File: src/rtl/vfifo_pkg.sv
// Shared definitions for the virtual-FIFO chopper/rebuilder pair: meta layout, FSM states, keep helper.
// No logic of its own; the keep helper is pure combinational.
// Backpressure: not applicable.
package vfifo_pkg;

    localparam int BEATS_LSB = 0;
    localparam int BYTES_LSB = 8;
    localparam int META_W    = 16;
    localparam int KEEP_MAX  = 64;

    typedef enum logic {
        ST_IDLE  = 1'b0,
        ST_BURST = 1'b1
    } vfifo_state_t;

    // Low n bits set; callers size-cast the result down to their own tkeep width.
    function automatic logic [KEEP_MAX-1:0] keep_from_count(input logic [7:0] n);
        logic [KEEP_MAX-1:0] k;
        for (int i = 0; i < KEEP_MAX; i++) begin
            k[i] = (i < int'(n));
        end
        return k;
    endfunction

endpackage

File: src/rtl/packet_rebuilder.sv
// Merges memory burst data with per-burst meta, regenerating tkeep/tid/tdest/tlast of the original packet.
// Latency: one cycle from target handshake to initiator_tvalid; one beat per cycle across bursts.
// Backpressure: initiator_tready stalls target_tready in the same cycle via a single output register.
module packet_rebuilder
    import vfifo_pkg::*;
#(
    parameter int TDATA_BYTES   = 8,
    parameter int TKEEP_WIDTH   = TDATA_BYTES,
    parameter int TID_WIDTH     = 4,
    parameter int TDEST_WIDTH   = 1,
    parameter int MAX_BURST_LEN = 256
) (
    input  logic                     aclk,
    input  logic                     aresetn,

    input  logic                     target_tvalid,
    output logic                     target_tready,
    input  logic [8*TDATA_BYTES-1:0] target_tdata,
    input  logic                     target_tlast,

    input  logic                     meta_tvalid,
    output logic                     meta_tready,
    input  logic [META_W-1:0]        meta_tdata,
    input  logic                     meta_tlast,
    input  logic [TID_WIDTH-1:0]     meta_tid,
    input  logic [TDEST_WIDTH-1:0]   meta_tdest,

    output logic                     initiator_tvalid,
    input  logic                     initiator_tready,
    output logic [8*TDATA_BYTES-1:0] initiator_tdata,
    output logic [TKEEP_WIDTH-1:0]   initiator_tkeep,
    output logic [TID_WIDTH-1:0]     initiator_tid,
    output logic [TDEST_WIDTH-1:0]   initiator_tdest,
    output logic                     initiator_tlast,

    output logic                     err_len,
    output logic                     err_meta
);

    if (MAX_BURST_LEN < 1 || MAX_BURST_LEN > 256 || TDATA_BYTES > KEEP_MAX
        || TDATA_BYTES > 255 || TKEEP_WIDTH != TDATA_BYTES) begin : g_param_err
        $error("packet_rebuilder: unsupported parameter combination");
    end

    vfifo_state_t state_q, state_d;

    logic [7:0]             beats_m1_q;
    logic [7:0]             nbytes_q;
    logic [7:0]             beat_cnt_q;
    logic                   last_q;
    logic [TID_WIDTH-1:0]   tid_q;
    logic [TDEST_WIDTH-1:0] tdest_q;

    logic [7:0] meta_beats;
    logic [7:0] meta_nbytes;
    logic       meta_bad;
    logic       final_beat;
    logic       tgt_hs;
    logic       meta_hs;

    assign meta_beats  = meta_tdata[BEATS_LSB +: 8];
    assign meta_nbytes = meta_tdata[BYTES_LSB +: 8];
    assign meta_bad    = (meta_nbytes == 8'd0) || (meta_nbytes > 8'(TDATA_BYTES));
    assign final_beat  = (beat_cnt_q == beats_m1_q);

    always_ff @(posedge aclk or negedge aresetn) begin
        if (!aresetn) begin
            state_q <= ST_IDLE;
        end else begin
            state_q <= state_d;
        end
    end

    // Meta is re-accepted on the final data beat so consecutive bursts flow without a bubble.
    always_comb begin
        state_d       = state_q;
        target_tready = 1'b0;
        meta_tready   = 1'b0;
        tgt_hs        = 1'b0;
        meta_hs       = 1'b0;
        case (state_q)
            ST_IDLE: begin
                meta_tready = 1'b1;
                meta_hs     = meta_tvalid;
                if (meta_hs) begin
                    state_d = ST_BURST;
                end
            end
            ST_BURST: begin
                target_tready = !initiator_tvalid || initiator_tready;
                tgt_hs        = target_tvalid && target_tready;
                meta_tready   = tgt_hs && final_beat;
                meta_hs       = meta_tvalid && meta_tready;
                if (tgt_hs && final_beat && !meta_hs) begin
                    state_d = ST_IDLE;
                end
            end
            default: state_d = ST_IDLE;
        endcase
    end

    always_ff @(posedge aclk or negedge aresetn) begin
        if (!aresetn) begin
            beats_m1_q <= 8'd0;
            nbytes_q   <= 8'd0;
            last_q     <= 1'b0;
            tid_q      <= '0;
            tdest_q    <= '0;
            beat_cnt_q <= 8'd0;
            err_meta   <= 1'b0;
        end else begin
            err_meta <= meta_hs && meta_bad;
            if (meta_hs) begin
                beats_m1_q <= meta_beats;
                nbytes_q   <= meta_bad ? 8'(TDATA_BYTES) : meta_nbytes;
                last_q     <= meta_tlast;
                tid_q      <= meta_tid;
                tdest_q    <= meta_tdest;
                beat_cnt_q <= 8'd0;
            end else if (tgt_hs) begin
                beat_cnt_q <= beat_cnt_q + 8'd1;
            end
        end
    end

    // Framing follows the meta count alone; target_tlast only feeds the length check.
    always_ff @(posedge aclk or negedge aresetn) begin
        if (!aresetn) begin
            initiator_tvalid <= 1'b0;
            initiator_tdata  <= '0;
            initiator_tkeep  <= '0;
            initiator_tid    <= '0;
            initiator_tdest  <= '0;
            initiator_tlast  <= 1'b0;
            err_len          <= 1'b0;
        end else begin
            err_len <= tgt_hs && (target_tlast != final_beat);
            if (tgt_hs) begin
                initiator_tvalid <= 1'b1;
                initiator_tdata  <= target_tdata;
                initiator_tid    <= tid_q;
                initiator_tdest  <= tdest_q;
                initiator_tlast  <= final_beat && last_q;
                initiator_tkeep  <= final_beat ? TKEEP_WIDTH'(keep_from_count(nbytes_q))
                                               : {TKEEP_WIDTH{1'b1}};
            end else if (initiator_tready) begin
                initiator_tvalid <= 1'b0;
            end
        end
    end

endmodule

File: config.mk
export PLATFORM = sky130hd
export DESIGN_NAME = packet_rebuilder
export DESIGN_NICKNAME = d
export VERILOG_FILES = /design/src/rtl/vfifo_pkg.sv /design/src/rtl/packet_rebuilder.sv
export SDC_FILE = /design/constraint.sdc
export NUM_CORES = 1
export LEC_CHECK = 0
export ABC_AREA = 1
export CAP_MARGIN = 20
export CORE_MARGIN = 4
export CORE_UTILIZATION = 44
export DETAILED_ROUTE_END_ITERATION = 6
export GPL_TIMING_DRIVEN = 1
export PLACE_DENSITY_LB_ADDON = 0.12
export SLEW_MARGIN = 20
export SYNTH_ARGS = -nofsm -noshare
export SYNTH_HDL_FRONTEND = slang
export SYNTH_SLANG_ARGS = --single-unit
File: constraint.sdc
create_clock -name aclk -period 1.9 [get_ports aclk]
set_input_delay 0.285 -clock aclk [delete_from_list [all_inputs] [get_ports aclk]]
set_output_delay 0.285 -clock aclk [all_outputs]
set_load 0.02 [all_outputs]
==> flow_summary_export.csv <==
group,metric,value,unit
floorplanning,rows,37,
sta,setup_viol,0,
grt,grt_usage,19.1,%
floorplanning,initial_core_util,45.0,%
grt,grt_overflow_total,0,
yosys,ys_ff_latch,112,
sta,fmax,0.565,GHz
yosys,yosys-top-cells-area,"dfrtp_1 60%, nand2_1 24%, nand3_1 2.4%",
clock_tree,clk_path_buf_depth,2,
yosys,synth_top_area_share,60.3,%
final_layout,layout-drive-gt1-share,7.14,%
final_layout,multiInputGateArea,1650,um^2
final_layout,final_area,6860,um^2
worst_setup_path,cpMaxStageDelayCell,"dfrtp_1",
routing,drtPass1Iterations,4,
routing,ant_nets,0,
floorplanning,die-area,12300,um^2
floorplanning,floorplan.core_area,10300,um^2
worst_setup_path,worst_setup_path_start_kind,"register",
power_and_ir_drop,clock_power_share,18.4,%
clock_tree,cts_buffers,9,
final_layout,seq_area,2800,um^2
clock_tree,clock_sinks,112,
worst_setup_path,crit_type,"register to primary output",
routing,vias_per_cell,4.72,
yosys,seq_area_frac_synth,60.3,%
floorplanning,io_pins,175,
yosys,avgSynthCellArea,8.63,um^2
worst_setup_path,cp.required,1.62,ns
yosys,synth_cells,538,
floorplanning,die_w,111,um
clock_tree,clkLatencyLatePin,0.36,ns
placed_design,dp_hpwl,8790,um
power_and_ir_drop,cellLeakagePower,3.43,nW
min_path,hp-class,"primary input to asynchronous set/reset pin",
final_layout,num-fill-cells,869,
worst_setup_path,cp_cell_sequence,"xnor2_1 > nand2_1 > nor2_2 > nand3_2 > nand2_4 > buf_6",
placed_design,gp_congestion,0.846,
power_and_ir_drop,p_sw,2.45,mW
final_layout,syn2layout_area_growth,47.8,%
grt,grt_first_pass_wirelength,19600,um
sta,finalSetupTns,0,ns
clock_tree,cts_tree,"done",
power_and_ir_drop,p_int,4.64,mW
yosys,yosysMostFrequentCell,"nand2_1",
power_and_ir_drop,power,7.09,mW
placed_design,placed_area,6660,um^2
yosys,ys_async_sr_fraction,100,%
yosys,synth.top_cells.by_count,"296 x nand2_1, 112 x dfrtp_1, 22 x nand3_1, 19 x inv_1, 17 x clkbuf_1",
sta,relSlewSlack,64.2,%
grt,grt_pass1_vias,3988,
sta,slew_violations,0,
placed_design,buffer_ports.inserted,174,
sta,final.min_clock_period,1.77,ns
clock_tree,h-tree-depth,3,
routing,wirelength,11700,um
power_and_ir_drop,comb_power_share,35.9,%
final_layout,fin_nets,816,
yosys,synth_cell_type_count,28,
grt,antenna_found_initial,0,
run,cap_violations,0,
sta,finalCritPeriodShare,93.2,%
sta,rsz0062_at_grt,"no",
yosys,synth_edf_count,0,
power_and_ir_drop,peakVddDrop,0.701,mV
grt,grt_max_degree,42,
yosys,synth_fp_nets,631,
worst_setup_path,crit_fanout,2,
run_status,status,"completed",
yosys,yosysTopAreaCell,"dfrtp_1",
routing,via_count,4079,
clock_tree,clkTransAtPathRegs,0.11,ns
final_layout,antenna_cells,0,
clock_tree,cts-root-buf,"clkbuf_8",
worst_setup_path,path_delay_family,"simple AND/OR/NAND/NOR gates",
yosys,yosysWarnings,0,
sta,hold_violations,0,
power_and_ir_drop,powerDensity,1030,nW/um^2
yosys,synth.cell_area,4640,um^2
sta,timing.hold.ws,0.400,ns
power_and_ir_drop,switching_share,34.6,%
sta,clock_skew,0.00810,ns
sta,tightest_slew,0.532,ns
worst_setup_path,crit_buf_inv,1,
routing,post_drt_wl_per_cell,13.6,um
worst_setup_path,worst_setup_path_end_kind,"primary output",
floorplanning,die_y,111,um
worst_setup_path,slowest_delay,0.41,ns
routing,route.detailed.drc,0,
worst_setup_path,arrival,1.49,ns
power_and_ir_drop,seq_power_share,45.6,%
yosys,synth_flop_cell,"dfrtp_1",
routing,drt_first_iter_violations,273,
==> layer usage <==
| layer | up-vias | part of all wire, % | wire [um] | GRT usage, % |
|---|---|---|---|---|
| met5 | - | 0 | 0 | 0 |
| met4 | 0 | 2.4 | 277 | 6.57 |
| met3 | 22 | 4.3 | 501 | 3.49 |
| met2 | 130 | 48 | 5580 | 31.7 |
| met1 | 1901 | 46 | 5350 | 25.2 |
| li1 | 2026 | - | - | - |
==> worst paths after layout <==
check,startpoint,end,slack (ns),cells after the start
worst min-delay path,aresetn,initiator_tdata[61]$_DFFE_PN0P_,0.40,2
worst max register to register,beats_m1_q[1]$_DFFE_PN0P_,beats_m1_q[5]$_DFFE_PN0P_,0.19,9
max in group asynchronous,aresetn,initiator_tdata[34]$_DFFE_PN0P_,0.89,3
worst min register to register,initiator_tdata[40]$_DFFE_PN0P_,initiator_tdata[40]$_DFFE_PN0P_,0.49,2
min in group aclk,target_tdata[21],initiator_tdata[21]$_DFFE_PN0P_,0.44,3
worst max-delay path,beats_m1_q[1]$_DFFE_PN0P_,meta_tready,0.13,6
==> sequential cells by signal (all words and copies together) (netlist names) <==
signal	flops
err_len	1
nbytes_q	8
initiator_tdest	1
initiator_tlast	1
beat_cnt_q	8
last_q	1
state_q	1
initiator_tkeep	8
tdest_q	1
err_meta	1
tid_q	4
beats_m1_q	8
initiator_tvalid	1
initiator_tid	4
initiator_tdata	64
==> power groups by stage <==
stage	Clock, mW	Sequential (mW)	Combinational [mW]
final	1.31	3.23	2.55
after global routing	1.46	3.31	2.80
after CTS	1.35	3.24	2.57
after detailed placement	0	3.29	2.53
after global placement	0	3.27	2.48
after floorplan	0	3.63	0.915
==> cells in the final DEF (no fill, tap or decap), types with 2 or more instances in the layout <==
cell and count:
inv_6 4, nand2_1 296, nand4_1 5, a21oi_1 10, buf_6 2, clkdlybuf4s50_1 171, inv_2 2, clkbuf_8 9
clkinv_2 2, xnor2_1 7, a21boi_1 3, nor2_1 8, nand3_1 22, o21ai_0 5, nor3_1 2, inv_1 19
a21boi_0 3, buf_4 20, buf_12 4, nor2_2 2, dfrtp_1 112, xor2_1 5, nand2_4 2
==> repair_timing <==
item                                    4_1_cts  5_1_grt
endpoints found under the setup margin        2       20
endpoints found under the hold margin        32        0
gates resized for setup                       6        4
buffers inserted                              0        1
pin swaps                                     0        1
hold buffers                                  1        0
==> per-stage QoR <==
stage,setup slack [ns],util (%),cells
floorplan,0.489,-,538
global placement,-0.155,64.5,846
detailed placement,-0.154,64.5,846
CTS,0.0587,66.3,863
global route,0.00176,66.5,864
finish,0.130,66.5,864
==> cell type report <==
cell class              count  area share, %
clock inverters             7          0.766
well taps                 136           2.48
flip-flops and latches    112           40.8
multi-input cells         380           24.1
repair buffers            199           28.9
inverters                  21           1.15
clock buffers               9           1.80
==> worst reg2reg max path, stage by stage, from the launching register on <==
cell     delay (ns)
dfrtp_1        0.41
xnor2_1        0.16
nand2_1        0.09
nor2_2         0.15
nand3_2        0.11
nand2_4        0.09
buf_6          0.25
nand2_4        0.20
nand2_1        0.12
nand2_1        0.05
==> kinds of logic (layout without fill, tap and decap cells) <==
kind of cell,count (synthesis),count (layout),share of synthesized area (%)
buffers and inverters,46,236,4.36
and+or+nand+nor,343,343,29.7
adders and majority gates,1,1,0.269
DFF,112,112,60.3
xor gates and xnor gates,12,12,2.26
AOI/OAI and AO/OA,24,24,3.07
(Power assumes the default switching activity.)
